### config.mk
export PLATFORM = sky130hd
export DESIGN_NAME = mux_nx1_scan
export DESIGN_NICKNAME = d
export VERILOG_FILES = /design/src/rtl/mux_nx1_scan.sv
export SDC_FILE = /design/constraint.sdc
export NUM_CORES = 1
export LEC_CHECK = 0
export ABC_CLOCK_PERIOD_IN_PS = 1100
export BUFFER_PORTS_ARGS = -buffer_cell sky130_fd_sc_hd__buf_2
export CAP_MARGIN = 20
export CORE_AREA = 2 2 39 41
export CTS_BUF_LIST = sky130_fd_sc_hd__clkbuf_2 sky130_fd_sc_hd__clkbuf_4 sky130_fd_sc_hd__clkbuf_8
export CTS_CLUSTER_DIAMETER = 30
export DETAILED_ROUTE_END_ITERATION = 12
export DIE_AREA = 0 0 41 43
export RECOVER_POWER = 100
export SKIP_CTS_REPAIR_TIMING = 1
export SYNTH_ARGS = -nofsm -noshare
export SYNTH_HDL_FRONTEND = slang
export SYNTH_SLANG_ARGS = --single-unit
### constraint.sdc
create_clock -name CLK -period 1.1 [get_ports CLK]
set_input_delay 0.22 -clock CLK [delete_from_list [all_inputs] [get_ports CLK]]
set_output_delay 0.22 -clock CLK [all_outputs]
set_load 0.1 [all_outputs]
### src/rtl/mux_nx1_scan.sv
// mux_nx1_scan: N:1 registered multiplexer with active-low gate, manual
// channel select and an auto-scan mode that dwells DWELL cycles per channel.
// Optional build macro: MUX_NX1_SCAN_PARITY_EN adds output PAR, the registered
// even parity of Y (0 whenever VALID is 0).
module mux_nx1_scan #(
    parameter int WIDTH    = 1,
    parameter int CHANNELS = 4,
    parameter int DWELL    = 4,
    localparam int SEL_W   = $clog2(CHANNELS)
) (
    input  logic                      CLK,
    input  logic                      RSTbar,
    input  logic                      Gbar,
    input  logic                      MODE,
    input  logic [SEL_W-1:0]          SEL,
    input  logic [CHANNELS*WIDTH-1:0] D,
    output logic [WIDTH-1:0]          Y,
    output logic [SEL_W-1:0]          CH,
`ifdef MUX_NX1_SCAN_PARITY_EN
    output logic                      PAR,
`endif
    output logic                      VALID
);

    localparam int                DW_W          = (DWELL > 1) ? $clog2(DWELL) : 1;
    localparam logic [SEL_W:0]    LP_CHANNELS   = (SEL_W+1)'(CHANNELS);
    localparam logic [SEL_W-1:0]  LP_LAST_CH    = SEL_W'(CHANNELS - 1);
    localparam logic [DW_W-1:0]   LP_LAST_DWELL = DW_W'(DWELL - 1);

    logic [SEL_W-1:0] r_ptr;
    logic [DW_W-1:0]  r_dwell;

    logic             w_sel_legal;
    logic             w_step;
    logic [SEL_W-1:0] w_src;
    logic [WIDTH-1:0] w_ch_data;
    logic [WIDTH-1:0] w_y_next;
    logic             w_valid_next;
    logic [SEL_W-1:0] w_ch_next;
    logic [SEL_W-1:0] w_ptr_next;
    logic [DW_W-1:0]  w_dwell_next;

    // Decode select legality, the dwell-step condition and the data mux.
    // Unmatched (illegal) indices leave the mux output at zero.
    always_comb begin
        w_sel_legal = ({1'b0, SEL} < LP_CHANNELS);
        w_step      = (r_dwell == LP_LAST_DWELL);
        w_src       = MODE ? r_ptr : SEL;
        w_ch_data   = '0;
        for (int unsigned k = 0; k < CHANNELS; k++) begin
            if (w_src == SEL_W'(k)) begin
                w_ch_data = D[k*WIDTH +: WIDTH];
            end
        end
    end

    // Next-state logic: gate freezes scan state, manual tracks SEL, auto-scan
    // walks the pointer with a dwell counter (dwell == DWELL-1 is the step state).
    always_comb begin
        w_y_next     = '0;
        w_valid_next = 1'b0;
        w_ch_next    = CH;
        w_ptr_next   = r_ptr;
        w_dwell_next = r_dwell;
        if (!Gbar) begin
            if (MODE) begin
                w_y_next     = w_ch_data;
                w_valid_next = 1'b1;
                w_ch_next    = r_ptr;
                if (w_step) begin
                    w_dwell_next = '0;
                    w_ptr_next   = (r_ptr == LP_LAST_CH) ? '0 : r_ptr + 1'b1;
                end else begin
                    w_dwell_next = r_dwell + 1'b1;
                end
            end else begin
                w_ch_next    = SEL;
                w_dwell_next = '0;
                w_ptr_next   = w_sel_legal ? SEL : '0;
                if (w_sel_legal) begin
                    w_y_next     = w_ch_data;
                    w_valid_next = 1'b1;
                end
            end
        end
    end

    // Register outputs and scan state; asynchronous active-low reset.
    always_ff @(posedge CLK or negedge RSTbar) begin
        if (!RSTbar) begin
            Y       <= '0;
            CH      <= '0;
            VALID   <= 1'b0;
            r_ptr   <= '0;
            r_dwell <= '0;
        end else begin
            Y       <= w_y_next;
            CH      <= w_ch_next;
            VALID   <= w_valid_next;
            r_ptr   <= w_ptr_next;
            r_dwell <= w_dwell_next;
        end
    end

`ifdef MUX_NX1_SCAN_PARITY_EN
    // Parity of the next Y; it is zero whenever the next VALID is 0 because Y is.
    always_ff @(posedge CLK or negedge RSTbar) begin
        if (!RSTbar) begin
            PAR <= 1'b0;
        end else begin
            PAR <= ^w_y_next;
        end
    end
`endif

endmodule

==> summary.txt, run 1 <==
Run status
  • Outcome: finished, violations left
  • Violated checks: negative setup slack

Route
  • Routed Antenna Nets: 0
  • Routed len/inst: around 12 um
  • TritonRoute pass-1 iters: 3
  • Vias post-DR: about 400
  • # DRC: 0
  • Initial drt markers: 8
  • Final WL: slightly below 1 mm
  • Via density: around 5

Power
  • Power Density: approximately 1500 nW/um^2
  • Power Total: about 1000 uW
  • Pleak: between 0.0003 and 0.0004 uW
  • VDD IR max: between 0.7 and 0.8 mV

STA
  • Min cycle time layout: between 1 and 1.5 ns
  • Fmax: approximately 900 MHz
  • RSZ-0062 raised after global routing: yes
  • Worst Clk Skew: approximately 0.0038 ns
  • Fin worst setup slack: -0.00686 ns
  • Final Slew Violations: 0
  • Rel. slew slack: 0.824
  • Fin crit share: 1.01
  • Final setup fails: 2
  • Worst slew pin tran: 0.262 ns
  • Final Hold Vio Count: 0

Yosys
  • Top post-synthesis cells by count: 8 x dfrtp_1, 5 x o21ai_0, 4 x a21oi_1, 4 x nand2_1
  • Yosys cell types: 23
  • Async set-reset flop share out of synthesis: 1.00
  • Synth Register Bits: 8
  • Sequential fraction of the synthesis area: 0.456
  • Ys flop type: dfrtp_1
  • Post-synth net total: 55
  • Mapped Cells: 44
  • Post-synth EDFFs: 0
  • Post-synth top area cell: dfrtp_1
  • Synth warnings: 0
  • Top cell type's share of synthesized area: 0.456
  • Mapped Area: approximately 440 um^2
  • Most area-consuming cells after synthesis: dfrtp_1 46%, o21ai_0 5.7%, a21oi_1 4.6%
  • Syn_area_per_cell: 9.98 um^2
  • Top-count cell post-synth: dfrtp_1

Critical path
  • Crit-path max FO: 3
  • Startpoint types: register
  • Worst setup EP type: register
  • Worst Path Required: between 1 and 1.5 ns
  • Critical Path AT: ~1.3 ns
  • WS Path Type: reg2reg

GRT
  • Vias in the first global route: about 380
  • Initial antenna violation count: 0
  • First-pass GRT wire length: around 1.6 mm
  • Gr usage total: 0.143
  • Largest net degree at the start of global routing: 12
  • Grt ovf: 0

Final layout
  • Multi-input gate area: ~230 um^2
  • Nets: 80
  • Fill count: between 100 and 150
  • Area Growth Syn to Fin: 55.0%
  • Reg area: around 210 um^2
  • Fraction of layout cells with a size suffix above 1: 0.552
  • Ant. Diodes: 0
  • Fin util: 0.492

Die
  • Top-level I/O count: 14
  • Die area: roughly 1800 um^2
  • Starting Density: 0.317
  • Die Height: approximately 43 um
  • Horiz. Die Dim: between 40 and 50 um
  • Row cnt: 14
  • Core Footprint: around 1400 um^2

Place
  • Port Buffer Count: 13
  • Placer Congestion: around 0.70
  • Post-DP HPWL: around 730 um

Min path
  • HP Class: in2reg

Clock network
  • CTS tree: built
  • Clk pin slew, worst setup/hold paths: approximately 0.060 ns
  • Root buf cell: clkbuf_4
  • Number of CTS-inserted buffers: 3
  • Max clock buf depth: 2
  • CTS H-Tree Depth: 1
  • Clock Sinks: 8
  • Clock Latency Late Sink: 0.26 ns

Flow run
  • Max cap viols: 0
## path summary, 6_finish.rpt
kind                                  from         end  slack [ns]  cells past startpoint
max in group asynchronous           RSTbar       CH[0]        0.58                      2
worst max-delay path            r_dwell[0]  r_dwell[0]      -0.007                      4
min in group asynchronous           RSTbar    r_ptr[0]        0.33                      2
worst max register to register  r_dwell[0]  r_dwell[0]      -0.007                      4
worst min-delay path                  D[0]           Y        0.26                      3
worst min register to register  r_dwell[1]  r_dwell[1]        0.50                      2
## layer usage
layer | global-route usage | vias up | share of wire
met4 | 0.100 | 0 | 0.014
li1 | - | 203 | -
met2 | 0.200 | 14 | 0.46
met3 | 0.0524 | 2 | 0.071
met5 | 0 | - | 0
met1 | 0.171 | 184 | 0.46
## kinds of logic after synthesis
| logic type | Yosys count | share of synthesized area |
|---|---|---|
| simple gates | 12 | 0.142 |
| mux | 3 | 0.0826 |
| buf+inv | 5 | 0.0541 |
| fa+ha+maj | 1 | 0.0285 |
| compound gates | 15 | 0.236 |
| flops | 8 | 0.456 |
## state kept, by name (all words and copies together) (netlist names)
register / cells
r_dwell: 2
r_ptr: 2
VALID: 1
Y: 1
CH: 2
## placed cells by master (no fill, tap or decap), drive strengths merged
cell	instances
o211ai	1
inv	3
a22oi	1
a21o	1
a21oi	4
nor2	1
a221oi	1
o21ai	6
nand2	4
nor3	4
or2b	1
nand2b	1
dlygate4sd3	1
clkbuf	3
buf	21
a211oi	1
ha	1
nand3	1
mux2i	1
dfrtp	8
mux2	2
## layout make-up
class,instances,area share
multi-input combinational,31,0.333
sequential,8,0.301
timing repair buffer,22,0.287
clock buffer,3,0.0331
tap,16,0.0294
inverter,3,0.0165
## power by group
| group | switching, uW | total, uW | internal [uW] |
|---|---|---|---|
| Clock | 116 | 242 | 126 |
| Combinational | 239 | 421 | 182 |
| Sequential | 38.4 | 378 | 340 |
## critical path, stage by stage, from the launching register on
cell,delay (ns)
dfrtp_1,0.38
ha_2,0.19
or2b_1,0.26
nor3_2,0.12
a21o_1,0.10
## metrics by stage
stage	TNS, ns	std cells	area, um^2	hold WS [ns]	setup WS (ns)
2_1_floorplan	0	44	447	-0.0756	0.0159
3_3_place_gp	-0.0224	78	632	0.0736	-0.0141
3_5_place_dp	-0.0390	78	632	0.0781	-0.0184
4_1_cts	-0.0408	81	654	-0.214	-0.0152
5_1_grt	-0.151	83	681	0.253	-0.0522
6_report	-0.0122	83	681	0.260	-0.00686
Power figures use the tool's default switching activity.
==> run 2, diff against run 1 <==
Settings changed: PLACE_DENSITY from default to 0.59.
==> summary.txt, run 2 (same netlist as run 1, synthesis figures left out) <==
Run status
  • Outcome: finished, violations left
  • Violated checks: negative setup slack

Critical path
  • Launch point of the worst path: r_dwell[1]
  • Worst Path Required: about 1.3 ns
  • Startpoint types: register
  • Crit-path max FO: 3
  • Worst setup EP type: register
  • FF-to-FF setup slack: -0.02 ns
  • Reg-to-Reg Start: r_dwell[1]
  • WS Path Type: reg2reg
  • Worst Reg-to-Reg Cells: 4
  • FF-to-FF End: r_dwell[0]
  • Critical Path AT: roughly 1.3 ns

Place
  • DP Cell Count: 77
  • Placer Congestion: approximately 0.79
  • Port Buffer Count: 13
  • Dpl cell area: between 600 and 700 um^2

STA
  • RSZ-0062 raised after global routing: yes
  • Final Slew Violations: 0
  • Fmax: a little under 900 MHz
  • Worst Clk Skew: roughly 0.01 ns
  • Final setup fails: 2
  • Fin worst setup slack: -0.0238 ns
  • Fin crit share: 1.02
  • Worst slew pin tran: roughly 0.25 ns
  • Min cycle time layout: 1.12 ns
  • Final Hold Vio Count: 0
  • Rel. slew slack: 0.835

Die
  • Top-level I/O count: 14
  • Core Footprint: approximately 1400 um^2
  • Starting Density: 0.317
  • Row cnt: 14
  • Horiz. Die Dim: between 40 and 50 um
  • Die Height: between 40 and 50 um
  • Die area: approximately 1800 um^2

GRT
  • Grt ovf: 0
  • GR Util met1: 0.160
  • Vias in the first global route: ~410
  • Largest net degree at the start of global routing: 12
  • Gr usage total: 0.136
  • Met3 GRT Util: 0.0157
  • Met2 Use GR: 0.213
  • Most used routing layer in global routing: met2
  • First-pass GRT wire length: between 1.5 and 2 mm
  • Initial antenna violation count: 0

Power
  • Power share of the clock group: 0.249
  • Pleak: about 0.00032 uW
  • Power Density: 1560 nW/um^2
  • Psw: ~380 uW
  • Switching Share: 0.356
  • Comb pwr share: 0.397
  • VDD IR max: slightly below 0.6 mV
  • Sequential share of power: 0.354
  • Power Total: between 1000 and 1500 uW
  • Internal: between 600 and 700 uW

Final layout
  • Finished Layout Cells: 84
  • Commonest non-fill, non-tap cell in the layout: buf_2
  • Ant. Diodes: 0
  • Fraction of layout cells with a size suffix above 1: 0.544
  • Commonest cells after routing, fill and taps aside: 9 x buf_2, 8 x buf_4
  • Biggest regs: CH x2, r_dwell x2, r_ptr x2
  • Nets: 80
  • Final instance area: around 680 um^2
  • Area Growth Syn to Fin: 55.8%

Clock network
  • CTS H-Tree Depth: 1
  • Number of CTS-inserted buffers: 3
  • Root buf cell: clkbuf_4
  • Max clock buf depth: 2
  • Clock Sinks: 8
  • Clk pin slew, worst setup/hold paths: ~0.050 ns
  • Clock Latency Late Sink: between 0.2 and 0.3 ns
  • CTS tree: built

Min path
  • Hold Path Sink: r_ptr[1]
  • Worst Hold Depth: 3
  • Min-delay src: SEL[1]
  • HP Class: in2reg

Route
  • TritonRoute pass-1 iters: 4
  • Initial drt markers: 10
  • Routed len/inst: between 10 and 15 um
  • Routed Antenna Nets: 0
  • Final WL: about 1 mm
  • Via density: roughly 4.9
  • # DRC: 0
  • Vias post-DR: a little over 400

Flow run
  • Max cap viols: 0
[run 2: changes by cell type in the layout (fill, tap and decap cells not counted), sizes merged]
cell    previous run  this run
clkbuf             3         4
[run 2: worst max-delay path: stages, from the launching register on]
cell and delay [ns]:
dfrtp_1 0.39, ha_2 0.19, or2b_1 0.25, nor3_2 0.13
a21o_1 0.10
[run 2: per-layer routing]
layer  vias up  share of wire
met1       194           0.42
met2         8           0.53
met4         0          0.027
li1        207              -
met3         2          0.029
met5         -              0
[run 2: cell type report]
type	count	area, um^2
sequential	8	205
inverter	3	11.3
timing repair buffer	22	195
clock buffer	4	30.0
multi-input combinational	31	223
fill	136	699
tap	16	20.0
[run 2: power groups by stage]
stage / logic [uW] / clock network (uW) / registers, uW
finish: 423 / 266 / 378
global route: 452 / 298 / 381
CTS: 407 / 276 / 379
detailed placement: 407 / 0 / 384
global placement: 401 / 0 / 381
floorplan: 110 / 0 / 509
[run 2: worst max-delay path by stage]
stage                       to  slack (ns)  depth (start not counted)
floorplan             r_ptr[0]        0.02                          4
global placement         CH[0]       -0.01                          3
detailed placement           Y       -0.03                          4
CTS                          Y       -0.04                          4
global route        r_dwell[0]       -0.09                          4
finish              r_dwell[0]       -0.02                          4
[run 2: per-stage QoR]
step	TNS, ns	hold slack, ns	utilization	setup slack, ns
2_1_floorplan	0	-0.0756	-	0.0159
3_5_place_dp	-0.0553	0.0744	0.451	-0.0268
5_1_grt	-0.227	0.270	0.495	-0.0929
4_1_cts	-0.0626	-0.197	0.473	-0.0367
3_3_place_gp	-0.0142	0.0757	0.451	-0.0115
6_report	-0.0397	0.258	0.495	-0.0238
==> run 3, diff against run 2 <==
==> constraint.sdc (replaced) <==
create_clock -name CLK -period 1.1 [get_ports CLK]
set_input_delay 0.165 -clock CLK [delete_from_list [all_inputs] [get_ports CLK]]
set_output_delay 0.165 -clock CLK [all_outputs]
set_load 0.1 [all_outputs]
==> summary.txt, run 3 (same netlist as run 1, synthesis figures left out) <==
Run status
  • Outcome: finished, violations left
  • Violated checks: negative setup slack

Die
  • Starting Density: 0.317
  • Top-level I/O count: 14
  • Horiz. Die Dim: 41 um
  • Die area: approximately 1800 um^2
  • Row cnt: 14
  • Die Height: 43 um
  • Core Footprint: 1380 um^2

Final layout
  • Biggest regs: CH x2, r_dwell x2, r_ptr x2
  • Final instance area: 667 um^2
  • Commonest cells after routing, fill and taps aside: 9 x buf_2, 6 x dfrtp_1, 6 x buf_4
  • Area Growth Syn to Fin: 51.9%
  • Commonest non-fill, non-tap cell in the layout: buf_2
  • Ant. Diodes: 0
  • Nets: a little under 80
  • Finished Layout Cells: approximately 80
  • Fraction of layout cells with a size suffix above 1: 0.508

Place
  • Placer Congestion: approximately 0.71
  • Post-place setup slack: -0.0173 ns
  • Dpl cell area: ~600 um^2
  • Post-DP HPWL: around 740 um
  • DP Cell Count: 76
  • Port Buffer Count: 13

GRT
  • Initial antenna violation count: 0
  • Grt ovf: 0
  • Gr usage total: 0.159
  • Largest net degree at the start of global routing: 12
  • First-pass GRT wire length: ~1.8 mm
  • Vias in the first global route: 400

Clock network
  • Clk pin slew, worst setup/hold paths: ~0.060 ns
  • Number of CTS-inserted buffers: 3
  • Root buf cell: clkbuf_4
  • Clock Sinks: 8
  • Clock Latency Late Sink: ~0.26 ns
  • CTS tree: built
  • CTS H-Tree Depth: 1
  • Max clock buf depth: 2

STA
  • Worst slew pin tran: around 0.24 ns
  • Final Hold Slack: ~0.20 ns
  • Rel. slew slack: 0.836
  • Final setup fails: 2
  • Final Hold Vio Count: 0
  • Worst Clk Skew: between 0.002 and 0.003 ns
  • Fin crit share: 1.02
  • Fin worst setup slack: -0.0201 ns
  • Final Slew Violations: 0
  • Fmax: ~900 MHz
  • Min cycle time layout: around 1.1 ns
  • RSZ-0062 raised after global routing: yes

Critical path
  • Startpoint types: register
  • Crit-path max FO: 4
  • Crit-path max cell delay: about 0.42 ns
  • Slowest stage cell, crit path: dfrtp_1
  • Worst setup EP type: register
  • WS Path Type: reg2reg
  • Worst Path Required: about 1.2 ns
  • Worst path cell trace: mux2_4, nand2b_1, a221oi_2, nor3_2
  • Critical Path AT: 1.26 ns

Route
  • Routed Antenna Nets: 0
  • Via density: between 5 and 6
  • Initial drt markers: 4
  • # DRC: 0
  • Routed len/inst: 13.1 um
  • Final WL: 1.06 mm
  • Vias post-DR: 406
  • TritonRoute pass-1 iters: 4

Power
  • Pleak: approximately 0.00032 uW
  • Power Density: between 1500 and 2000 nW/um^2
  • VDD IR max: a little under 0.7 mV

Flow run
  • Max cap viols: 0

Min path
  • HP Class: in2reg
## run 3: cell count changes in the layout (fill, tap and decap cells not counted), sizes merged
cell    previous run  this run
buf               21        19
clkbuf             4         3
## run 3: final cells by class
cell class,instances,area (um^2)
Fill cell,142,717
Clock buffer,3,22.5
Multi-Input combinational cell,31,230
Sequential cell,8,203
Inverter,3,11.3
Tap cell,16,20.0
Timing Repair Buffer,20,180
## run 3: critical path: cells and delay by family, from the launching register on
| family | cells | cell delay [ns] |
|---|---|---|
| and+or+nand+nor | 2 | 0.13 |
| AOI/OAI and AO/OA | 1 | 0.26 |
| DFF | 1 | 0.42 |
| muxes | 1 | 0.19 |
## run 3: stage by stage
step	utilization	total power (uW)	TNS, ns
floorplan	-	618	0
global placement	0.444	778	-0.00512
detailed placement	0.444	782	-0.0199
CTS	0.460	1030	-0.0590
global route	0.482	1100	-0.223
finish	0.482	1040	-0.0398
## run 3: report_power, final
| group | leakage [uW] | total, uW | internal [uW] | switching (uW) |
|---|---|---|---|---|
| clock network | 0.0000138 | 239 | 126 | 113 |
| registers | 0.0000947 | 383 | 338 | 45.0 |
| logic | 0.000208 | 416 | 180 | 236 |
| total | 0.000316 | 1040 | 644 | 394 |
## run 3: worst paths after layout
kind / from / cells after the start / slack, ns / to
min in group asynchronous: RSTbar / 2 / 0.28 / r_ptr[0]
worst max-delay path: r_ptr[0] / 4 / -0.02 / Y
max in group asynchronous: RSTbar / 2 / 0.63 / CH[1]
worst min-delay path: SEL[1] / 3 / 0.20 / r_ptr[1]
worst max register to register: r_ptr[0] / 4 / -0.02 / Y
worst min register to register: r_dwell[1] / 2 / 0.50 / r_dwell[1]
## run 3: layer usage
| metal | GRT usage | routed length (um) | up-vias |
|---|---|---|---|
| li1 | - | - | 200 |
| met1 | 0.203 | 433 | 191 |
| met2 | 0.231 | 562 | 13 |
| met3 | 0.0366 | 59 | 2 |
| met4 | 0.100 | 4 | 0 |
| met5 | 0 | 0 | - |
